[src/rtl/fpu_csr_pkg.sv]
// Shared definitions for the FPU CSR bank: register offsets, STATUS bit positions
// and the result-queue entry layout.
package fpu_csr_pkg;

    localparam logic [31:0] OFF_OPERAND0  = 32'h00;
    localparam logic [31:0] OFF_RESULT    = 32'h20;
    localparam logic [31:0] OFF_RES_INFO  = 32'h24;
    localparam logic [31:0] OFF_OPERATION = 32'h28;
    localparam logic [31:0] OFF_STATUS    = 32'h2C;
    localparam logic [31:0] OFF_IRQ_EN    = 32'h30;
    localparam logic [31:0] OFF_FFLAGS    = 32'h34;
    localparam logic [31:0] OFF_FRM       = 32'h38;
    localparam logic [31:0] OFF_FCSR      = 32'h3C;
    localparam logic [31:0] OFF_LEVEL     = 32'h40;

    localparam int ST_DONE      = 0;
    localparam int ST_OVERFLOW  = 1;
    localparam int ST_UNDERFLOW = 2;
    localparam int ST_OP_ERR    = 3;
    localparam int ST_BUSY      = 4;

    // op_id is stored at full RES_INFO width; NUM_FUNCS up to 23 fits bits [30:8].
    localparam int OP_ID_W = 23;

    typedef struct packed {
        logic [31:0]        result;
        logic [4:0]         exc;
        logic [OP_ID_W-1:0] op_id;
    } res_entry_t;

endpackage

[src/rtl/fpu_csr_bank_if.sv]
// Host register bus between the Wishbone slave decode and the FPU CSR bank.
interface fpu_csr_bank_if;
    logic [31:0] addr;
    logic        wren;
    logic        rden;
    logic [31:0] wrdata;
    logic [31:0] rddata;

    modport master (output addr, wren, rden, wrdata, input rddata);
    modport slave  (input addr, wren, rden, wrdata, output rddata);
endinterface

[src/rtl/fpu_res_fifo.sv]
// Result queue for the FPU CSR bank; wrap-around pointers carry an extra MSB to
// tell full from empty. Pushes while full without a pop are dropped.
module fpu_res_fifo
    import fpu_csr_pkg::*;
#(
    parameter int DEPTH = 4
) (
    input  logic                   clk,
    input  logic                   rst,
    input  logic                   push_i,
    input  logic                   pop_i,
    input  res_entry_t             wdata_i,
    output res_entry_t             rdata_o,
    output logic                   full_o,
    output logic                   empty_o,
    output logic [$clog2(DEPTH):0] level_o
);
    localparam int AW = $clog2(DEPTH);

    res_entry_t  mem_q [DEPTH];
    logic [AW:0] wr_ptr_q, wr_ptr_d;
    logic [AW:0] rd_ptr_q, rd_ptr_d;
    logic        do_push;

    assign full_o  = (wr_ptr_q[AW] != rd_ptr_q[AW]) && (wr_ptr_q[AW-1:0] == rd_ptr_q[AW-1:0]);
    assign empty_o = (wr_ptr_q == rd_ptr_q);
    assign level_o = wr_ptr_q - rd_ptr_q;
    assign rdata_o = mem_q[rd_ptr_q[AW-1:0]];
    assign do_push = push_i && (!full_o || pop_i);

    always_comb begin
        wr_ptr_d = wr_ptr_q + (AW+1)'(do_push);
        rd_ptr_d = rd_ptr_q + (AW+1)'(pop_i);
    end

    always_ff @(posedge clk) begin
        if (rst) begin
            wr_ptr_q <= '0;
            rd_ptr_q <= '0;
        end else begin
            wr_ptr_q <= wr_ptr_d;
            rd_ptr_q <= rd_ptr_d;
        end
    end

    always_ff @(posedge clk) begin
        if (do_push) mem_q[wr_ptr_q[AW-1:0]] <= wdata_i;
    end
endmodule

[src/rtl/fpu_csr_bank.sv]
// Memory-mapped control/status bank for the FPU wrapper: operands, launch, result queue,
// fflags/frm and irq. Define FPU_RES_FIFO_EN for a RES_DEPTH-entry queue, else one holding entry.
module fpu_csr_bank
    import fpu_csr_pkg::*;
#(
    parameter logic [31:0]          BASE_ADDR = 32'h3000_0000,
    parameter int                   NUM_OPS   = 3,
    parameter int                   NUM_FUNCS = 13,
    parameter logic [NUM_FUNCS-1:0] RES_MASK  = 13'h1FFC,
    parameter int                   RES_DEPTH = 4
) (
    input  logic                  clk,
    input  logic                  rst,
    fpu_csr_bank_if.slave         bus,
    output logic [NUM_OPS*32-1:0] ops,
    output logic [NUM_FUNCS-1:0]  op_valids,
    output logic [2:0]            frm,
    input  logic [31:0]           fpu_result,
    input  logic [NUM_FUNCS-1:0]  fpu_valids,
    input  logic [4:0]            exceptions,
    output logic                  busy,
    output logic                  irq
);
    localparam int LVL_W = $clog2(RES_DEPTH) + 1;

    logic [31:0]          off;
    logic [31:0]          ops_q [NUM_OPS];
    logic [31:0]          ops_d [NUM_OPS];
    logic [NUM_FUNCS-1:0] op_valids_q, op_valids_d;
    logic                 busy_q, busy_d;
    logic [2:0]           frm_q, frm_d;
    logic [4:0]           fflags_q, fflags_d;
    logic [3:0]           irq_en_q, irq_en_d;
    logic                 ovf_q, ovf_d;
    logic                 udf_q, udf_d;
    logic                 op_err_q, op_err_d;

    logic [NUM_FUNCS-1:0] op_sel;
    logic                 op_onehot, launch, op_err_set;
    logic                 push, pop_req, pop, empty, ovf_set;
    logic [3:1]           w1c;
    logic [LVL_W-1:0]     level;
    res_entry_t           push_entry, head;

    assign off        = bus.addr - BASE_ADDR;
    assign op_sel     = bus.wrdata[NUM_FUNCS-1:0];
    assign op_onehot  = (op_sel != '0) && ((op_sel & (op_sel - NUM_FUNCS'(1))) == '0);
    assign push       = |(fpu_valids & RES_MASK);
    assign pop_req    = bus.rden && (off == OFF_RESULT);
    assign pop        = pop_req && !empty;
    assign push_entry = '{result: fpu_result, exc: exceptions, op_id: OP_ID_W'(fpu_valids)};

`ifdef FPU_RES_FIFO_EN
    logic full;

    fpu_res_fifo #(.DEPTH(RES_DEPTH)) u_res_fifo (
        .clk     (clk),
        .rst     (rst),
        .push_i  (push),
        .pop_i   (pop),
        .wdata_i (push_entry),
        .rdata_o (head),
        .full_o  (full),
        .empty_o (empty),
        .level_o (level)
    );

    assign ovf_set = push && full && !pop;
`else
    res_entry_t hold_q, hold_d;
    logic       hold_vld_q, hold_vld_d;

    always_comb begin
        hold_d     = hold_q;
        hold_vld_d = hold_vld_q;
        if (push) begin
            hold_d     = push_entry;
            hold_vld_d = 1'b1;
        end else if (pop) begin
            hold_vld_d = 1'b0;
        end
    end

    always_ff @(posedge clk) begin
        if (rst) begin
            hold_q     <= '0;
            hold_vld_q <= 1'b0;
        end else begin
            hold_q     <= hold_d;
            hold_vld_q <= hold_vld_d;
        end
    end

    assign head    = hold_q;
    assign empty   = !hold_vld_q;
    assign level   = LVL_W'(hold_vld_q);
    assign ovf_set = push && hold_vld_q && !pop;
`endif

    always_comb begin
        ops_d       = ops_q;
        op_valids_d = '0;
        busy_d      = busy_q;
        frm_d       = frm_q;
        fflags_d    = fflags_q;
        irq_en_d    = irq_en_q;
        launch      = 1'b0;
        op_err_set  = 1'b0;
        w1c         = '0;
        if (bus.wren) begin
            for (int i = 0; i < NUM_OPS; i++) begin
                if (off == OFF_OPERAND0 + 32'(4 * i)) ops_d[i] = bus.wrdata;
            end
            case (off)
                OFF_OPERATION: begin
                    if (!busy_q && op_onehot) begin
                        op_valids_d = op_sel;
                        launch      = 1'b1;
                    end else begin
                        op_err_set  = 1'b1;
                    end
                end
                OFF_STATUS: w1c      = bus.wrdata[ST_OP_ERR:ST_OVERFLOW];
                OFF_IRQ_EN: irq_en_d = bus.wrdata[3:0];
                OFF_FFLAGS: fflags_d = bus.wrdata[4:0];
                OFF_FRM:    frm_d    = bus.wrdata[2:0];
                OFF_FCSR: begin
                    frm_d    = bus.wrdata[7:5];
                    fflags_d = bus.wrdata[4:0];
                end
                default: ;
            endcase
        end
        // A stray completion in the launch cycle must not hide the new op.
        if (|fpu_valids) busy_d = 1'b0;
        if (launch)      busy_d = 1'b1;
        if (push)        fflags_d = fflags_d | exceptions;
        ovf_d    = (ovf_q    && !w1c[ST_OVERFLOW])  || ovf_set;
        udf_d    = (udf_q    && !w1c[ST_UNDERFLOW]) || (pop_req && empty);
        op_err_d = (op_err_q && !w1c[ST_OP_ERR])    || op_err_set;
    end

    always_ff @(posedge clk) begin
        if (rst) begin
            for (int i = 0; i < NUM_OPS; i++) ops_q[i] <= '0;
            op_valids_q <= '0;
            busy_q      <= 1'b0;
            frm_q       <= '0;
            fflags_q    <= '0;
            irq_en_q    <= '0;
            ovf_q       <= 1'b0;
            udf_q       <= 1'b0;
            op_err_q    <= 1'b0;
        end else begin
            ops_q       <= ops_d;
            op_valids_q <= op_valids_d;
            busy_q      <= busy_d;
            frm_q       <= frm_d;
            fflags_q    <= fflags_d;
            irq_en_q    <= irq_en_d;
            ovf_q       <= ovf_d;
            udf_q       <= udf_d;
            op_err_q    <= op_err_d;
        end
    end

    always_comb begin
        bus.rddata = '0;
        for (int i = 0; i < NUM_OPS; i++) begin
            if (off == OFF_OPERAND0 + 32'(4 * i)) bus.rddata = ops_q[i];
        end
        case (off)
            OFF_RESULT:   if (!empty) bus.rddata = head.result;
            OFF_RES_INFO: if (!empty) bus.rddata = {1'b0, head.op_id, 3'b000, head.exc};
            OFF_STATUS: begin
                bus.rddata[ST_DONE]      = !empty;
                bus.rddata[ST_OVERFLOW]  = ovf_q;
                bus.rddata[ST_UNDERFLOW] = udf_q;
                bus.rddata[ST_OP_ERR]    = op_err_q;
                bus.rddata[ST_BUSY]      = busy_q;
            end
            OFF_IRQ_EN:   bus.rddata[3:0]       = irq_en_q;
            OFF_FFLAGS:   bus.rddata[4:0]       = fflags_q;
            OFF_FRM:      bus.rddata[2:0]       = frm_q;
            OFF_FCSR:     bus.rddata[7:0]       = {frm_q, fflags_q};
            OFF_LEVEL:    bus.rddata[LVL_W-1:0] = level;
            default: ;
        endcase
    end

    for (genvar g = 0; g < NUM_OPS; g++) begin : g_ops
        assign ops[32*g +: 32] = ops_q[g];
    end

    assign op_valids = op_valids_q;
    assign frm       = frm_q;
    assign busy      = busy_q;
    assign irq       = |({op_err_q, udf_q, ovf_q, !empty} & irq_en_q);
endmodule

[src/flat_wrapper.sv]
// flat-port wrapper written by rule: the top's interface ports become plain ports
module fpu_csr_bank_flat import fpu_csr_pkg::*;
#(
    parameter logic [31:0]          BASE_ADDR = 32'h3000_0000,
    parameter int                   NUM_OPS   = 3,
    parameter int                   NUM_FUNCS = 13,
    parameter logic [NUM_FUNCS-1:0] RES_MASK  = 13'h1FFC,
    parameter int                   RES_DEPTH = 4
)
  (clk, rst, ops, op_valids, frm, fpu_result, fpu_valids, exceptions, busy, irq, bus_addr, bus_wren, bus_rden, bus_wrdata, bus_rddata);
  fpu_csr_bank_if bus_i ();
  input  logic clk;
  input  logic rst;
  output logic [NUM_OPS*32-1:0] ops;
  output logic [NUM_FUNCS-1:0] op_valids;
  output logic [2:0] frm;
  input  logic [31:0] fpu_result;
  input  logic [NUM_FUNCS-1:0] fpu_valids;
  input  logic [4:0] exceptions;
  output logic busy;
  output logic irq;
  input wire logic [$bits(bus_i.addr)-1:0] bus_addr;
  input wire logic [$bits(bus_i.wren)-1:0] bus_wren;
  input wire logic [$bits(bus_i.rden)-1:0] bus_rden;
  input wire logic [$bits(bus_i.wrdata)-1:0] bus_wrdata;
  output wire logic [$bits(bus_i.rddata)-1:0] bus_rddata;
  assign bus_i.addr = bus_addr;
  assign bus_i.wren = bus_wren;
  assign bus_i.rden = bus_rden;
  assign bus_i.wrdata = bus_wrdata;
  assign bus_rddata = bus_i.rddata;
  fpu_csr_bank #(.BASE_ADDR(BASE_ADDR), .NUM_OPS(NUM_OPS), .NUM_FUNCS(NUM_FUNCS), .RES_MASK(RES_MASK), .RES_DEPTH(RES_DEPTH)) u_core (.clk(clk), .rst(rst), .bus(bus_i), .ops(ops), .op_valids(op_valids), .frm(frm), .fpu_result(fpu_result), .fpu_valids(fpu_valids), .exceptions(exceptions), .busy(busy), .irq(irq));
endmodule
[config.mk]
export PLATFORM = sky130hd
export DESIGN_NAME = fpu_csr_bank_flat
export DESIGN_NICKNAME = d
export VERILOG_FILES = /design/src/rtl/fpu_csr_pkg.sv /design/src/rtl/fpu_csr_bank_if.sv /design/src/rtl/fpu_res_fifo.sv /design/src/rtl/fpu_csr_bank.sv /design/src/flat_wrapper.sv
export SDC_FILE = /design/constraint.sdc
export NUM_CORES = 1
export LEC_CHECK = 0
export CORE_MARGIN = 2
export CORE_UTILIZATION = 45
export CTS_BUF_LIST = sky130_fd_sc_hd__clkbuf_4
export DETAILED_ROUTE_END_ITERATION = 12
export MAX_ROUTING_LAYER = met4
export PLACE_DENSITY = 0.75
export SYNTH_ARGS = -nofsm -noshare
export SYNTH_HDL_FRONTEND = slang
export SYNTH_HIERARCHICAL = 1
export SYNTH_SLANG_ARGS = --single-unit
[constraint.sdc]
create_clock -name clk -period 4.1 [get_ports clk]
set_clock_uncertainty 0.1 [all_clocks]
set_input_delay 0.82 -clock clk [delete_from_list [all_inputs] [get_ports clk]]
set_output_delay 0.82 -clock clk [all_outputs]
set_load 0.02 [all_outputs]
==> impl_metrics.toml, run 1 <==
[route]
ant_nets = 0
drt_iter0_drc = 778
m1WireLength_um = 11900
wl_per_cell_um = 19.3
viasPerCell = 5.56
wl_met2_um = 13200
highest_layer = "met4"
dr_wl_met3_um = 2600
vias = 8190
firstDrtPassIters = 5
wl_um = 28500
drc = 0

[timing]
setup_tns_ns = 0
finalCriticalPeriod_ns = 3.98
setup_viol = 0
hold_violations = 0
rsz0062_at_grt = "false"
maxSlewViolCount = 0
fin_ws_ns = 0.122
slew_headroom_pct = 40.0
worst_pin_slew_ns = 0.899
fin_crit_sh_pct = 97.0
fmax_ghz = 0.251

[logic_synthesis]
muxShareOfSynthArea_pct = 10.6
yosysMostFrequentCell = "nand2_1"
synth-simple-area-share_pct = 22.2
seq_area_frac_synth_pct = 45.5
synth_adder_area_share_pct = 0
synth_cell_types = 50
synthArstFlopShare_pct = 0
synth_compound_area_share_pct = 17.8
synth_top_cell_by_area = "dfxtp_1"
synth_area_um2 = 7740
synth_common_cells = "nand2_1 (242), dfxtp_1 (176), a21oi_1 (152)"
synth_top_area_share_pct = 45.5
postSynthAreaPerCell_um2 = 7.94
synth_xor_area_share_pct = 0
ys.flop_type = "dfxtp_1"
synth_top_family_by_area = "simple AND/OR/NAND/NOR gates"
synth_cells = 975
yosysWarnings = 6
synth_area_leaders = "dfxtp_1 (46%), nand2_1 (12%), mux2i_1 (10%)"
syn_nets = 1093
ys_seq_elements = 176
synth-edff-count = 0

[pwr]
swShare_pct = 28.1
power_frac_comb_pct = 9.6
power.internal_uw = 2170
p_seq_share_pct = 58.3
powerDensity_nw_per_um2 = 272
p_sw_uw = 848
p_leak_uw = 0.00441
clock_power_share_pct = 32.1
vdd_ir_drop_max_v = 0.000218

[floorplanning]
start_util_pct = 46.4
rows = 47
die_x_um = 135
core_area_um2 = 16700
io_pins = 264
die_area_um2 = 18300
die_h_um = 135

[cts]
cts.sinks = 176
clockBufferDepth = 2
clkSlewWorstSetupHoldPaths_ns = 0.14
numCtsBuffers = 17
cts_tree = "done"
cts_max_level = 4
clkLatencyLatePin_ns = 0.57
ctsRootBufferMaster = "clkbuf_4"

[worst_setup_path]
worstPathRequired_ns = 3.18
criticalPathCategory = "input port to output pin"
worstSetupEndpointType = "output pin"
path_max_fanout = 6
cp.arrival_ns = 3.06
worst_setup_path_start_kind = "input port"

[finish]
nets = 1358
multi_input_area_um2 = 3980
area_growth_pct = 43.6
final_area_um2 = 11100
n_fill_cell = 1476
drive_gt1_share_pct = 8.54
register_area_um2 = 3520

[place]
dp_slack_ns = -0.206
place_congestion = 0.963
dp_hpwl_um = 20100
placed_area_um2 = 10800
port_buffers = 263

[global_route]
antenna_found_initial = 1
grt_remaining_overflow = 0
grt_max_degree = 85
grt_pass1_vias = 7770
grtUsageTotal_pct = 31.3
grt_pass1_wl_um = 42600

[run_status]
outcome = "completed"

[job]
maxCapViolCount = 0

[hold_path]
min_path_type = "register to register"
## power by group through the flow
stage	Sequential [µW]	Combinational, µW	Clock (µW)
final	1760	291	970
after global routing	1770	310	1050
after CTS	1760	287	988
after detailed placement	1800	284	0
after global placement	1800	283	0
after floorplan	1790	104	0
## worst max-delay path, stage by stage
cell             delay (ns)
clkdlybuf4s50_1        0.56
nor4b_1                0.26
buf_4                  0.18
and4_1                 0.30
o2bb2ai_1              0.22
a31oi_1                0.12
a32oi_1                0.23
dlygate4sd2_1          0.36
## registers in the layout, summed over array words and instances, names as in the netlist
signal	flops
u_core/head	50
u_core/op_valids	13
u_core/ops	96
u_core/udf_q	1
u_core/busy	1
u_core/fflags_q	5
u_core/irq_en_q	4
u_core/hold_vld_q	1
u_core/frm	3
u_core/op_err_q	1
u_core/ovf_q	1
## worst paths after layout
kind,slack [ns],from,cells after the start,end
min reg2reg,0.36,u_core/head[32],2,u_core/head[32]
min,0.36,u_core/head[32],2,u_core/head[32]
max reg2reg,2.35,u_core/busy,6,u_core/op_valids[2]
max,0.12,bus_addr[5],8,bus_rddata[3]
## cells by family after synthesis
logic type             Yosys count
flip-flops                     176
buffers and inverters           76
multiplexers                    82
AO/OA/AOI/OAI                  242
AND/OR/NAND/NOR                399
## layout make-up
type	instances	area share [%]
inverter	2	0.0675
clock inverter	14	1.26
tap	220	2.48
sequential	176	31.7
timing repair buffer	320	27.5
antenna	1	0.0225
clock buffer	18	1.22
multi-input combinational	723	35.8
## cells in the final DEF, fill, tap and decap left out, drive strengths merged, types with 3 or more instances in the layout
master           n
a211oi           4
a21oi          152
a22oi           17
a32oi            6
and2            17
and4             5
buf             60
clkbuf          18
clkdlybuf4s50  228
clkinv           3
dfxtp          176
dlygate4sd2     28
dlymetal6s2s     3
inv             11
mux2i           81
nand2          242
nand3            8
nand4            5
nor2            84
nor2b            3
nor3             5
nor4            11
nor4b            4
o211ai           3
o21ai           39
o22ai            4
or3              3
or4              4
## per-stage QoR
stage	util, %	std cells	total power [µW]	hold slack (ns)
after CTS	66.4	1473	3040	0.362
after global routing	66.6	1474	3130	0.384
final	66.6	1474	3020	0.361
after global placement	64.9	1441	2080	0.337
after floorplan	-	975	1890	0.331
after detailed placement	64.9	1441	2080	0.343
## repair_timing
action | 4_1_cts | 5_1_grt
gates resized for setup | 31 | 6
setup buffers | 0 | 0
endpoints found under the setup margin | 32 | 14
hold buffers | 0 | 0
pin swaps | 0 | 0
## routing by layer
metal	up-vias	global-route usage, %
li1	3903	-
met4	0	10.6
met2	416	50.2
met3	45	7.78
met5	-	-
met1	3826	38.8
No activity file was read; power rests on OpenSTA's default activity.
==> inputs of run 2 (changes only) <==
--- a/config.mk
+++ b/config.mk
@@ -8,9 +8,11 @@
 export CORE_MARGIN = 2
 export CORE_UTILIZATION = 45
 export CTS_BUF_LIST = sky130_fd_sc_hd__clkbuf_4
+export CTS_CLUSTER_DIAMETER = 200
 export DETAILED_ROUTE_END_ITERATION = 12
 export MAX_ROUTING_LAYER = met4
 export PLACE_DENSITY = 0.75
+export SLEW_MARGIN = 20
 export SYNTH_ARGS = -nofsm -noshare
 export SYNTH_HDL_FRONTEND = slang
 export SYNTH_HIERARCHICAL = 1
==> results of run 2 <==
Final layout, timing and power as in run 1 (identical DEF).
==> inputs of run 3 (changes only) <==
==> constraint.sdc (replaced) <==
create_clock -name clk -period 3.8 [get_ports clk]
set_clock_uncertainty 0.1 [all_clocks]
set_input_delay 0.76 -clock clk [delete_from_list [all_inputs] [get_ports clk]]
set_output_delay 0.76 -clock clk [all_outputs]
set_load 0.02 [all_outputs]
==> impl_metrics.toml, run 3 (same netlist as run 1, synthesis figures left out) <==
[place]
dp_hpwl_um = 19500
dp.cells = 1442
dp_slack_ns = -0.553
place_congestion = 0.979
port_buffers = 263

[timing]
hold_slack_ns = 0.362
maxSlewViolCount = 0
worst_pin_slew_ns = 0.770
finalCriticalPeriod_ns = 3.86
hold_violations = 0
setup_viol = 9
fin_crit_sh_pct = 102
slew_headroom_pct = 48.7
fin_ws_ns = -0.0594
setup_tns_ns = -0.347
rsz0062_at_grt = "true"
fmax_ghz = 0.259

[cts]
clkLatencyLatePin_ns = 0.57
cts_tree = "done"
numCtsBuffers = 17
clockBufferDepth = 2
hold_buffers = 0
clkSlewWorstSetupHoldPaths_ns = 0.15
cts.sinks = 176
ctsRootBufferMaster = "clkbuf_4"
cts_max_level = 4

[global_route]
grtUsageTotal_pct = 31.2
grt_pass1_vias = 7605
grt_pass1_wl_um = 42300
grt_remaining_overflow = 0
grt_max_degree = 162
antenna_found_initial = 1

[run_status]
outcome = "finished, violations left"
violations = "setup timing"

[finish]
post_layout_nonfiller_instances = 1479
n_fill_cell = 1441
layout_commonest_cell = "nand2_1"
layout_common_cells = "nand2_1 (242), clkdlybuf4s50_1 (227), dfxtp_1 (176)"
area_growth_pct = 44.9
largest_register_ff_count = 96
drive_gt1_share_pct = 11.4
nets = 1363

[floorplanning]
die_h_um = 135
start_util_pct = 46.4
rows = 47
die_area_um2 = 18300
core_area_um2 = 16700
die_x_um = 135
io_pins = 264

[route]
firstDrtPassIters = 5
drt_iter0_drc = 777
viasPerCell = 5.57
wl_per_cell_um = 19.6
wl_um = 29000
drc = 0
vias = 8238
ant_nets = 0

[worst_setup_path]
worstPathRequired_ns = 2.94
worst_setup_path_start_kind = "input port"
path_max_fanout = 12
criticalPathCategory = "input port to output pin"
worstSetupEndpointType = "output pin"
cp.arrival_ns = 3.00

[job]
maxCapViolCount = 0

[hold_path]
min_path_type = "register to register"

[pwr]
p_leak_uw = 0.00434
powerDensity_nw_per_um2 = 293
vdd_ir_drop_max_v = 0.000214
[run 3: cell types whose count changed in the layout (fill, tap and decap cells not counted), moves of 3 or more]
cell / previous run / this run
dlygate4sd2_1: 28 / 5
clkbuf_2: 0 / 17
clkdlybuf4s15_2: 0 / 9
buf_12: 3 / 8
inv_8: 5 / 1
dlymetal6s2s_1: 3 / 0
inv_6: 4 / 7
nor4_1: 7 / 4
[run 3: cell type report]
type                       count  area (µm²)  share of cell area, %
antenna                        1        2.50                 0.0223
clock buffer                  17         128                   1.14
clock inverter                15         151                   1.35
inverter                       2        7.51                 0.0669
multi-input combinational    723        4020                   35.8
sequential                   176        3520                   31.4
tap                          220         275                   2.45
timing repair buffer         325        3110                   27.7
[run 3: per-stage QoR]
stage	utilization (%)	total power, µW	instance area [µm²]
2_1_floorplan	-	2040	7740
3_3_place_gp	65.3	2250	10900
3_5_place_dp	65.3	2250	10900
4_1_cts	67.1	3300	11200
5_1_grt	67.2	3410	11200
6_report	67.2	3290	11200
[run 3: repair_timing]
item	in CTS	in global routing
endpoints found under the hold margin	0	0
setup buffers	1	1
gates cloned	0	2
endpoints found under the setup margin	32	32
resized for setup	62	47
pin swaps	2	2
[run 3: critical path, cell delays in order]
cell,delay [ns]
clkdlybuf4s50_1,0.46
nor4b_4,0.33
nand4_1,0.12
buf_4,0.19
nor4_4,0.26
buf_4,0.21
buf_12,0.17
a22oi_1,0.10
o21ai_1,0.10
clkdlybuf4s15_2,0.28
[run 3: worst paths after layout]
path                        start                   to  slack, ns  cells after the start
setup reg to reg      u_core/busy  u_core/op_valids[0]       2.08                      6
hold / removal    u_core/head[28]      u_core/head[28]       0.36                      2
hold reg to reg   u_core/head[28]      u_core/head[28]       0.36                      2
setup / recovery     bus_addr[21]       bus_rddata[20]      -0.06                     10
[run 3: layer usage]
metal / up-vias / track usage, % / routed length [µm]
met5: - / - / 0
met4: 0 / 10.9 / 939
met3: 57 / 9.24 / 2980
met2: 398 / 48.7 / 13300
met1: 3877 / 38.6 / 11800
li1: 3906 / - / -
[run 3: power breakdown]
group / internal (µW) / switching (µW) / leakage (µW) / total, µW
Combinational: 166 / 156 / 0.00275 / 323
Sequential: 1880 / 21.5 / 0.00143 / 1900
Clock: 347 / 720 / 0.000149 / 1070
Total: 2390 / 898 / 0.00434 / 3290
